[src/rtl/pc_sequencer.sv]
// Fetch-address sequencer: sequential fetch, prioritised redirects with a flush
// bubble window, jump-and-link write-back and halt. Optional PC_REDIRECT_COUNT_EN adds redirect_cnt.
module pc_sequencer #(
  parameter logic [15:0] RESET_PC     = 16'h0000,
  parameter int unsigned FLUSH_CYCLES = 2,
  parameter logic [3:0]  LINK_REG     = 4'hF
) (
  input  logic        clk,
  input  logic        rst_n,
  input  logic        stall,
  input  logic        imem_rdy,
  input  logic        br_valid,
  input  logic [15:0] br_target,
  input  logic        jal_valid,
  input  logic [15:0] jal_target,
  input  logic [15:0] jal_ret,
  input  logic        jr_valid,
  input  logic [15:0] jr_target,
  input  logic        hlt_req,
  output logic [15:0] pc,
  output logic        imem_req,
  output logic        flush,
  output logic        link_we,
  output logic [3:0]  link_addr,
  output logic [15:0] link_data,
  output logic        halted
`ifdef PC_REDIRECT_COUNT_EN
  ,
  output logic [15:0] redirect_cnt
`endif
);

  typedef enum logic [1:0] {RUN, FLUSH, HALTED} state_t;
  typedef enum logic [1:0] {SRC_NONE, SRC_JR, SRC_JAL, SRC_BR} src_t;

  localparam logic [2:0] FLUSH_LAST = 3'(FLUSH_CYCLES - 1);

  state_t      state;
  logic [2:0]  cnt;
  src_t        src;
  logic [15:0] tgt;
  logic        hlt_take;
  logic        redir_take;

  assign link_addr = LINK_REG;

  // Priority select among the jump sources; halt is handled separately.
  always_comb begin
    src = SRC_NONE;
    tgt = '0;
    if (jr_valid) begin
      src = SRC_JR;
      tgt = {jr_target[15:1], 1'b0};
    end else if (jal_valid) begin
      src = SRC_JAL;
      tgt = {jal_target[15:1], 1'b0};
    end else if (br_valid) begin
      src = SRC_BR;
      tgt = {br_target[15:1], 1'b0};
    end
  end

  assign hlt_take   = (state != HALTED) && hlt_req;
  assign redir_take = (state != HALTED) && !hlt_req && (src != SRC_NONE);

  always_ff @(posedge clk or negedge rst_n) begin
    if (!rst_n) begin
      state     <= RUN;
      cnt       <= '0;
      pc        <= RESET_PC;
      imem_req  <= 1'b0;
      flush     <= 1'b0;
      link_we   <= 1'b0;
      link_data <= '0;
      halted    <= 1'b0;
    end else begin
      flush   <= 1'b0;
      link_we <= 1'b0;
      if (hlt_take) begin
        state    <= HALTED;
        cnt      <= '0;
        imem_req <= 1'b0;
        flush    <= 1'b1;
        halted   <= 1'b1;
      end else if (redir_take) begin
        state    <= FLUSH;
        cnt      <= '0;
        pc       <= tgt;
        imem_req <= 1'b0;
        flush    <= 1'b1;
        if (src == SRC_JAL) begin
          link_we   <= 1'b1;
          link_data <= jal_ret;
        end
      end else begin
        case (state)
          RUN: begin
            // imem_req is low only in the first cycle out of reset, so no advance then.
            imem_req <= 1'b1;
            if (!stall && imem_req && imem_rdy)
              pc <= pc + 16'd2;
          end
          FLUSH: begin
            if (!stall) begin
              if (cnt == FLUSH_LAST) begin
                state    <= RUN;
                cnt      <= '0;
                imem_req <= 1'b1;
              end else begin
                cnt <= cnt + 3'd1;
              end
            end
          end
          HALTED: begin
            imem_req <= 1'b0;
          end
          default: begin
            state    <= RUN;
            cnt      <= '0;
            imem_req <= 1'b0;
          end
        endcase
      end
    end
  end

`ifdef PC_REDIRECT_COUNT_EN
  always_ff @(posedge clk or negedge rst_n) begin
    if (!rst_n)
      redirect_cnt <= '0;
    else if (redir_take && (redirect_cnt != '1))
      redirect_cnt <= redirect_cnt + 16'd1;
  end
`endif

endmodule

[config.mk]
export PLATFORM = sky130hd
export DESIGN_NAME = pc_sequencer
export DESIGN_NICKNAME = d
export VERILOG_FILES = /design/src/rtl/pc_sequencer.sv
export SDC_FILE = /design/constraint.sdc
export NUM_CORES = 1
export LEC_CHECK = 0
export CAP_MARGIN = 15
export CORE_UTILIZATION = 44
export CTS_CLUSTER_DIAMETER = 100
export DETAILED_ROUTE_END_ITERATION = 6
export PLACE_DENSITY = 0.82
export REMOVE_ABC_BUFFERS = 1
export SLEW_MARGIN = 5
export SYNTH_ARGS = -nofsm -noshare
export SYNTH_HDL_FRONTEND = slang
export SYNTH_SLANG_ARGS = --single-unit
[constraint.sdc]
create_clock -name clk -period 3.3 [get_ports clk]
set_input_delay 0.33 -clock clk [delete_from_list [all_inputs] [get_ports clk]]
set_output_delay 0.33 -clock clk [all_outputs]
set_load 0.02 [all_outputs]
==> summary.md, run 1 <==
| Metric | Value |
|---|---|
| I/O pin cnt | 112 |
| Synth Flop Type | dfrtp_1 |
| First-iteration detailed-routing DRC count | 231 |
| Port Buffers | 103 |
| DR vias | 2260 |
| Run status | complete, no violations |
| CTS resizes | 0 |
| CP Max Fanout | 16 |
| Gate Count Post-Synth | 235 |
| Worst skew pair latency | just under 0.3 ns |
| EDFF count, synth | 0 |
| Number of hold buffers added after cts | 0 |
| Switching share of power | 22.58% |
| Combinational power share | 13.1% |
| Post-DRT Antenna Nets | 0 |
| Initial antenna violation count | 0 |
| First-pass GRT wire length | 10350 um |
| Slew HR | roughly two fifths |
| Htree depth | 2 |
| Max-slew violations | 0 |
| Lkg Pwr | 1.442 nW |
| WL final | 6495 um |
| # diodes | 0 |
| Seq cells post-synth | 40 |
| F_max | 453.3 MHz |
| Final TNS setup | 0 ns |
| Post-CTS Setup Repair Bufs | 0 |
| Seq pwr share | 47.2% |
| Worst hold slack | 0.1647 ns |
| Synth Cell Area | 2285 sq um |
| Min cycle time layout | 2.206 ns |
| Commonest non-fill, non-tap cells in the layout | clkdlybuf4s50_1, dfrtp_1, a21oi_1, mux2_2 |
| Die H | 74.06 um |
| Clock network power share | 39.7% |
| CP Data Arrival Time | ~2.4 ns |
| Fillers | 389 |
| Largest net degree at the start of global routing | 41 |
| Die extent in x | 74.06 um |
| Dpl hpwl | 4812 um |
| Power Density | between 300 and 400 nW/um^2 |
| Worst slew pin tran | 0.9092 ns |
| Worst Skew | 0.006746 ns |
| Wirelength per Cell | 16.12 um |
| RePlAce Congestion | 0.8576 |
| Clock Path Buffers | 2 |
| Flop2flop setup slack | 1.20 ns |
| Max_cap viols | 0 |
| Fin worst setup slack | ~1.1 ns |
| Final setup violation count | 0 |
| Util after Layout | 70.66% |
| Crit Path Class | input port to register |
| Final layout net count | 408 |
| Max IR drop VDD | 281.1 uV |
| Grt ovf | 0 |
| Async SR Flop Fraction | 100.0% |
| Row cnt | 25 |
| Vias in the first global route | 2130 |
| Type of origin of the critical path | input port |
| Cell accounting for the most synthesized area | dfrtp_1 |
| Share of layout cells above drive strength 1 | 12.20% |
| Required @ worst endpoint | around 3.5 ns |
| Vias per Instance | 5.608 |
| Yosys warning count | 0 |
| Remaining DRCs | 0 |
| Root buffer cell | clkbuf_8 |
| Most common cell after layout, fill and taps aside | clkdlybuf4s50_1 |
| Tot GR Track Use | 25.07% |
| Final Hold Viols | 0 |
| TritonRoute pass-1 iters | 4 |
| Synth area leaders | dfrtp_1, mux2_2, a21oi_1 |
| Clk sink count | 40 |
| Core box area | 4848 sq um |
| Psw | 0.2342 mW |
| Unrepaired setup endpoints after global routing | no |
| Power Total | 1.037 mW |
| Area of the multi-input gates | 1129 sq um |
| DP Worst Slack | 0.8122 ns |
| Internal power | around 0.80 mW |
| Post-synth cell types | 51 |
| Register area | 1001 sq um |
| Worst Setup End Kind | register |
| Die ar. | between 5000 and 6000 sq um |
| Starting Density | 47.12% |
| Final Cycle Share | 66.86% |
| CTS tree | done |
| TritonCTS Buffers | 5 |
| Seq/Total Area, Yosys | about 44% |
| Worst hold path type | input port to async pin |
| Layout area overhead | 49.95% |
| Clk slew on worst S/H paths | roughly 0.080 ns |
| Top-area cell type share of the netlist area | 43.81% |
| Syn Area/Cell | approximately 10 sq um |
==> cells by family after synthesis <==
| logic type | count (synthesis) | share of synthesized area [%] |
|---|---|---|
| AO/OA/AOI/OAI | 86 | 24.54 |
| AND/OR/NAND/NOR | 63 | 15.61 |
| flip-flops | 40 | 43.81 |
| buffers and inverters | 27 | 7.283 |
| multiplexers | 16 | 7.886 |
| other | 2 | 0.3287 |
| adder cells (fa/ha/maj) | 1 | 0.5476 |
==> layout make-up <==
cell class	count	area share, %
clock buffer	5	2.009
clock inverter	3	1.351
inverter	9	0.9861
multi-input combinational	171	32.94
sequential	40	29.22
tap	67	2.447
timing repair buffer	108	31.04
==> worst max-delay path, cell delays in order <==
cell and delay (ns):
clkdlybuf4s50_1 0.56, or3_4 0.17, nand3b_1 0.39, a21oi_4 0.54, o21ai_1 0.14, a22o_1 0.25
==> Yosys cell counts (all sizes together), types with 5 or more instances <==
cell type  count
buf           14
nand2         15
nor3           5
dfrtp         40
nor2          11
o22ai          6
nor2b          6
mux2          16
a21oi         30
inv            9
a221oi        11
o21ai         18
nand3          7
a22oi          7
==> sequential cells by signal (all words and copies together), names as in the netlist <==
name and flops:
imem_req 1, flush 1, cnt 3, halted 1, pc 15, state 2, link_we 1, link_data 16
==> path summary, 6_finish.rpt <==
path	from	endpoint	cells after the start
max reg2reg	state[1]	pc[8]	5
min reg2reg	halted	halted	1
min in group clk	halted	halted	1
max in group asynchronous	rst_n	state[0]	1
min	rst_n	pc[9]	1
max	jal_valid	pc[8]	6
==> power groups by stage <==
stage          Sequential [mW]  Clock, mW  Combinational [mW]
5_1_grt                  0.490      0.442               0.148
6_report                 0.490      0.412               0.136
3_5_place_dp             0.499          0               0.136
3_3_place_gp             0.499          0               0.134
4_1_cts                  0.490      0.423               0.136
2_1_floorplan            0.500          0              0.0284
==> routing by layer <==
layer | global-route usage [%] | vias to the layer above | part of all wire [%]
li1 | - | 1068 | -
met3 | 7.588 | 6 | 7.9
met2 | 39.80 | 91 | 48
met1 | 33.99 | 1095 | 42
met5 | 0 | - | 0
met4 | 5.128 | 0 | 1.0
==> through the flow <==
step,std cells,area [sq um]
3_3_place_gp,395,3311
6_report,403,3426
3_5_place_dp,395,3311
5_1_grt,403,3426
2_1_floorplan,220,2163
4_1_cts,403,3426
No activity file was read; power rests on OpenSTA's default activity.
==> inputs of run 2 (changes only) <==
--- a/config.mk
+++ b/config.mk
@@ -6,10 +6,10 @@
 export NUM_CORES = 1
 export LEC_CHECK = 0
 export CAP_MARGIN = 15
-export CORE_UTILIZATION = 44
+export CORE_UTILIZATION = 37
 export CTS_CLUSTER_DIAMETER = 100
 export DETAILED_ROUTE_END_ITERATION = 6
-export PLACE_DENSITY = 0.82
+export PLACE_DENSITY = 0.73
 export REMOVE_ABC_BUFFERS = 1
 export SLEW_MARGIN = 5
 export SYNTH_ARGS = -nofsm -noshare
==> constraint.sdc (replaced) <==
create_clock -name clk -period 1.85 [get_ports clk]
set_input_delay 0.185 -clock clk [delete_from_list [all_inputs] [get_ports clk]]
set_output_delay 0.185 -clock clk [all_outputs]
set_load 0.02 [all_outputs]
==> run 2 against run 1 <==
Combinational power is 89% higher. Largest cell class is now buffers. Power grew 89%. Clock skew is 0.0022 ns lower. Critical path depth shrank 1. Non-clock buffer count grew 25. Clock power increased by 100%. Register-to-register slack got worse by 1.1 ns. Highest routed layer unchanged. Worst hold slack improved by 0.23 ns. Critical endpoint is now pc[13]. Sequential cell count unchanged. Wire length rose by 1.9%. Design area up 7.7%. First-iteration DRC count shrank 18%.
==> summary.md, run 2 (synthesis results as in run 1) <==
| Metric | Value |
|---|---|
| Post-CTS Setup Repair Bufs | 0 (unchanged) |
| First-pass GRT wire length | 10520 um (+1.7%) |
| Buf+Inv Stages, Crit Path | 1 (unchanged) |
| Share of layout cells above drive strength 1 | 17.78% (+5.6 points) |
| DP Worst Slack | -0.1440 ns (-0.9563 ns) |
| TritonRoute pass-1 iters | 4 (unchanged) |
| Initial antenna violation count | 0 (unchanged) |
| Kind of cell adding the most delay to the critical path | simple AND/OR/NAND/NOR gates |
| Max IR drop VDD | 369.6 uV (+31%) |
| Worst Skew | 0.004521 ns (-0.002225 ns) |
| Final layout net count | 433 (+6.1%) |
| First-iteration detailed-routing DRC count | 189 (-18%) |
| Max-slew violations | 0 (unchanged) |
| Grt ovf | 0 (unchanged) |
| Die ar. | 6493 sq um (+18%) |
| Tot GR Track Use | 21.26% (-3.8 points) |
| Row cnt | 28 (+12%) |
| Clk sink count | 40 (unchanged) |
| Final setup violation count | 0 (unchanged) |
| Slowest cell on crit path | or4_4 |
| Final Cycle Share | ~94% |
| Biggest register | link_data |
| DR vias | 2342 (+3.6%) |
| Most common cell after layout, fill and taps aside | clkdlybuf4s50_1 |
| Worst Setup End Kind | register |
| Crit-path max cell delay | 0.62 ns (+0.06 ns) |
| Starting Density | 38.36% (-8.8 points) |
| Fin worst setup slack | 0.1062 ns (-0.9875 ns) |
| Post-route cell area | 3690 sq um (+7.7%) |
| Unrepaired setup endpoints after global routing | no |
| I/O pin cnt | 112 (unchanged) |
| # diodes | 0 (unchanged) |
| Die extent in x | 80.58 um (+8.8%) |
| Inst Count DP | 427 (+8.1%) |
| Wirelength per Cell | 15.22 um (-5.6%) |
| Post-route insts no fill | 435 (+7.9%) |
| Type of origin of the critical path | register |
| Power Density | 531.9 nW/um^2 (+76%) |
| Commonest non-fill, non-tap cells in the layout | clkdlybuf4s50_1, dfrtp_1, a21oi_1, buf_4, mux2_2 |
| Clock Path Buffers | 2 (unchanged) |
| Largest regs | link_data (16), pc (15), cnt (3) |
| Root buffer cell | clkbuf_8 |
| Lkg Pwr | 1.587 nW (+10%) |
| WL final | 6619 um (+1.9%) |
| F_max | 573.5 MHz |
| Remaining DRCs | 0 (unchanged) |
| Worst skew pair latency | 0.29 ns (about the same) |
| Worst hold path type | input port to async pin |
| CTS tree | done |
| Crit Path Class | register to register |
| Required @ worst endpoint | 2.02 ns (-1.46 ns) |
| Min cycle time layout | 1.744 ns |
| Port Buffers | 103 (unchanged) |
| Run status | complete, no violations |
| Crit-path cells | or4_4 > a21oi_4 > buf_12 > nand2_1 > o2bb2ai_1 |
| Layout area overhead | 61.50% |
| Max FFs per register | 16 (unchanged) |
| Post-DRT Antenna Nets | 0 (unchanged) |
| Vias in the first global route | 2155 (+1.2%) |
| TritonCTS Buffers | 5 (unchanged) |
| Max_cap viols | 0 (unchanged) |
| RePlAce Congestion | 0.8880 (+3.5%) |
| CP Data Arrival Time | 1.92 ns (-0.47 ns) |
| Vias per Instance | 5.384 (-4.0%) |
| Htree depth | 2 (unchanged) |
| Final Hold Viols | 0 (unchanged) |
| Largest net degree at the start of global routing | 22 (-46%) |
| Clk slew on worst S/H paths | 0.08 ns (about the same) |
| Die H | 80.58 um (+8.8%) |
| Dpl hpwl | 5119 um (+6.4%) |
| Dpl cell area | 3551 sq um (+7.3%) |
| CP Max Fanout | 11 (-5) |
| Core box area | 5956 sq um (+23%) |
-- run 2: cell count changes in the layout (fill, tap and decap cells not counted) --
cell and delta:
buf_4 +20, buf_12 +4, bufinv_16 +1, clkinvlp_4 -1, dlygate4sd3_1 +1, inv_6 -1
-- run 2: where the power goes --
part / total (mW) / switching, mW / leakage, nW / internal (mW)
clock: 0.832 / 0.301 / 0.0642 / 0.531
sequential: 0.873 / 0 / 0.554 / 0.873
combinational: 0.257 / 0.0936 / 0.969 / 0.164
-- run 2: final timing paths --
check                           startpoint      endpoint  slack [ns]  cells past startpoint
worst max-delay path              state[1]        pc[13]        0.11                      5
worst min-delay path                 rst_n  link_data[0]        0.39                      2
worst max register to register    state[1]        pc[13]        0.11                      5
worst min register to register      halted        halted        0.49                      1
max in group asynchronous            rst_n         pc[4]        0.97                      3
min in group clk                    halted        halted        0.49                      1
-- run 2: metrics by stage --
step	hold WS, ns	power [mW]	util, %	setup TNS [ns]
after floorplan	-0.1106	0.9418	-	-0.4306
after global placement	0.1693	1.143	59.62	-1.199
after detailed placement	0.1743	1.147	59.62	-1.661
after CTS	0.3947	1.981	61.95	0
after global routing	0.4410	2.042	61.95	0
final	0.3931	1.963	61.95	0
-- run 2: layout make-up --
class / count / area [sq um]
Inverter: 9 / 33.78
Tap cell: 75 / 93.84
Fill cell: 523 / 2266
Clock buffer: 5 / 68.82
Multi-Input combinational cell: 171 / 1129
Timing Repair Buffer: 133 / 1304
Clock inverter: 2 / 60.06
Sequential cell: 40 / 1001
-- run 2: metal layers --
| metal | global-route usage, % | part of all wire, % | vias up |
|---|---|---|---|
| met3 | 4.318 | 6.3 | 14 |
| met4 | 6.786 | 2.1 | 0 |
| li1 | - | - | 1120 |
| met1 | 29.07 | 44 | 1098 |
| met5 | 0 | 0 | - |
| met2 | 33.39 | 48 | 110 |
-- run 2: repair_timing --
action | CTS | global route
gates resized for setup | 0 | 0
hold endpoints to repair | 19 | 0
hold buffers | 1 | 0
==> inputs of run 3 (changes only) <==
--- a/config.mk
+++ b/config.mk
@@ -7,9 +7,9 @@
 export LEC_CHECK = 0
 export CAP_MARGIN = 15
 export CORE_UTILIZATION = 37
-export CTS_CLUSTER_DIAMETER = 100
 export DETAILED_ROUTE_END_ITERATION = 6
 export PLACE_DENSITY = 0.73
+export RECOVER_POWER = 50
 export REMOVE_ABC_BUFFERS = 1
 export SLEW_MARGIN = 5
 export SYNTH_ARGS = -nofsm -noshare
==> run 3 against run 2 <==
Cell count is the same. Wire length decreased by 0.12%. Clock skew grew 0.0037 ns. First-iteration DRC count increased by 3.7%. Combinational power hardly changed. Via count down 0.17%. Clock-buffer cell count unchanged. Highest routed layer unchanged.
==> summary.md, run 3 (synthesis results as in run 1) <==
| Metric | Value |
|---|---|
| Share of layout cells above drive strength 1 | 16.67% (-1.1 points) |
| F_max | 571.2 MHz (-0.39%) |
| CTS tree | done |
| Met3 Track Usage GR | 4.318% (unchanged) |
| Worst Setup End Kind | register |
| Final setup violation count | 0 (unchanged) |
| Psw | 0.3898 mW (-1.2%) |
| Switching share of power | 19.92% (-0.18 points) |
| Required @ worst endpoint | 2.02 ns (about the same) |
| Slowest cell on crit path | or4_4 |
| Dpl hpwl | 5119 um (unchanged) |
| Util after Layout | 61.70% (-0.25 points) |
| Final Cycle Share | 94.63% (+0.37 points) |
| Fillers | 526 (+0.57%) |
| Crit-path max cell delay | 0.62 ns (about the same) |
| Die H | 80.58 um (unchanged) |
| Post-route insts no fill | 435 (unchanged) |
| Type of origin of the critical path | register |
| Crit-path cells | or4_4 > a21oi_4 > buf_12 > nand2_1 > o2bb2ai_1 |
| Max FFs per register | 16 (unchanged) |
| Worst hold slack | 0.4816 ns (+0.08854 ns) |
| Initial antenna violation count | 0 (unchanged) |
| Post-route cell area | 3675 sq um (-0.41%) |
| Worst setup path end | pc[13] |
| Vias in the first global route | 2155 (unchanged) |
| Biggest register | link_data |
| Seq pwr share | 44.6% (about the same) |
| Root buffer cell | clkbuf_8 |
| Commonest non-fill, non-tap cells in the layout | clkdlybuf4s50_1, dfrtp_1, a21oi_1, buf_4, mux2_2 |
| CP Data Arrival Time | 1.92 ns (about the same) |
| Most common cell after layout, fill and taps aside | clkdlybuf4s50_1 |
| I/O pin cnt | 112 (unchanged) |
| Worst Skew | 0.008184 ns (+0.003663 ns) |
| Tot GR Track Use | 21.26% (unchanged) |
| Combinational power share | 13.0% (about the same) |
| # diodes | 0 (unchanged) |
| Stages on the worst setup path | 5 (unchanged) |
| Dpl cell area | 3551 sq um (unchanged) |
| Starting Density | 38.36% (unchanged) |
| Crit path from | state[1] |
| Die ar. | 6493 sq um (unchanged) |
| Crit Path Class | register to register |
| Remaining DRCs | 0 (unchanged) |
| Post-CTS Setup Repair Bufs | 0 (unchanged) |
| Clock Path Buffers | 2 (unchanged) |
| Worst slew pin tran | roughly 1.2 ns |
| TritonCTS Buffers | 5 (unchanged) |
| CP Max Fanout | 11 (unchanged) |
| Fin worst setup slack | 0.09938 ns (-0.006859 ns) |
| Row cnt | 28 (unchanged) |
| Clk slew on worst S/H paths | 0.08 ns (about the same) |
| Die extent in x | 80.58 um (unchanged) |
| Worst skew pair latency | 0.29 ns (about the same) |
| Grt ovf | 0 (unchanged) |
| Power Total | 1.957 mW (-0.29%) |
| Clock network power share | 42.3% (about the same) |
| Register area | 1001 sq um (unchanged) |
| Area of the multi-input gates | 1119 sq um (-0.89%) |
| DP Worst Slack | -0.1440 ns (unchanged) |
| Core box area | 5956 sq um (unchanged) |
| Max_cap viols | 0 (unchanged) |
| Flop2flop setup slack | 0.1 ns (about the same) |
| CTS resizes | 0 (unchanged) |
| Max IR drop VDD | 369.2 uV (-0.11%) |
| Largest net degree at the start of global routing | 22 (unchanged) |
| Buf+Inv Stages, Crit Path | 1 (unchanged) |
| Run status | complete, no violations |
| Unrepaired setup endpoints after global routing | no |
| Top Usage Layer GRT | met2 |
| Hold Startpoint | halted |
| Slew HR | 20.41% |
| Power Density | 532.5 nW/um^2 (+0.12%) |
| M1 GR Usage | 29.07% (unchanged) |
| DR vias | 2338 (-0.17%) |
| Inst Count DP | 427 (unchanged) |
| Final layout net count | 433 (unchanged) |
| RePlAce Congestion | 0.8880 (unchanged) |
| Wirelength per Cell | 15.20 um (-0.12%) |
| R2R depth | 5 (unchanged) |
| TritonRoute pass-1 iters | 4 (unchanged) |
| Post-DRT Antenna Nets | 0 (unchanged) |
| Final TNS setup | 0 ns (unchanged) |
| Final Hold Viols | 0 (unchanged) |
| Largest regs | link_data (16), pc (15), cnt (3) |
| Min cycle time layout | 1.751 ns (+0.006859 ns) |
| Port Buffers | 103 (unchanged) |
| Worst hold path type | register to register |
| Htree depth | 2 (unchanged) |
| First-pass GRT wire length | 10520 um (unchanged) |
| WL final | 6611 um (-0.12%) |
| Layout area overhead | 60.84% |
| Internal power | 1.567 mW (about the same) |
| Kind of cell adding the most delay to the critical path | simple AND/OR/NAND/NOR gates |
| Max-slew violations | 0 (unchanged) |
| Routing usage on met2 | 33.39% (unchanged) |
| Lkg Pwr | 1.606 nW (+1.2%) |
| First-iteration detailed-routing DRC count | 196 (+3.7%) |
| Worst r2r src | state[1] |
| RR Endpoint | pc[13] |
| Vias per Instance | 5.375 (-0.17%) |
| Clk sink count | 40 (unchanged) |
==> run 3: cell types whose count changed in the layout (fill, tap and decap cells not counted) <==
cell / delta
buf_4: -1
buf_2: -1
nor3b_2: -1
or3_4: -1
or3_1: +1
nor3b_1: +1
dlygate4sd3_1: +8
clkdlybuf4s50_1: -8
clkbuf_1: +2
==> run 3: worst min-delay path by stage <==
stage               slack (ns)  cells after the start             to
floorplan                -0.11                      0         cnt[0]
global placement          0.17                      1   link_data[0]
detailed placement        0.17                      1  link_data[11]
CTS                       0.39                      2  link_data[11]
global route              0.50                      2   link_data[8]
finish                    0.48                      1         halted
==> run 3: repair_timing <==
action                                  CTS  global route
hold endpoints to repair                 19             0
endpoints found under the setup margin    0             0
hold buffers                              1             0
==> run 3: power groups by stage <==
stage / logic (mW) / clock network [mW] / registers (mW)
global placement: 0.252 / 0 / 0.891
CTS: 0.259 / 0.849 / 0.873
detailed placement: 0.256 / 0 / 0.891
floorplan: 0.0506 / 0 / 0.891
finish: 0.255 / 0.828 / 0.873
global route: 0.278 / 0.890 / 0.873
==> run 3: metal layers <==
layer / wire length [um] / part of all wire (%)
met1: 2887 / 44
met2: 3196 / 48
met3: 395 / 6.0
met4: 131 / 2.0
met5: 0 / 0
==> run 3: layout make-up <==
| cell class | count | share of cell area (%) |
|---|---|---|
| Clock buffer | 5 | 1.873 |
| Clock inverter | 2 | 1.634 |
| Tap cell | 75 | 2.554 |
| Multi-Input combinational cell | 171 | 30.44 |
| Timing Repair Buffer | 133 | 35.34 |
| Inverter | 9 | 0.9193 |
| Sequential cell | 40 | 27.24 |
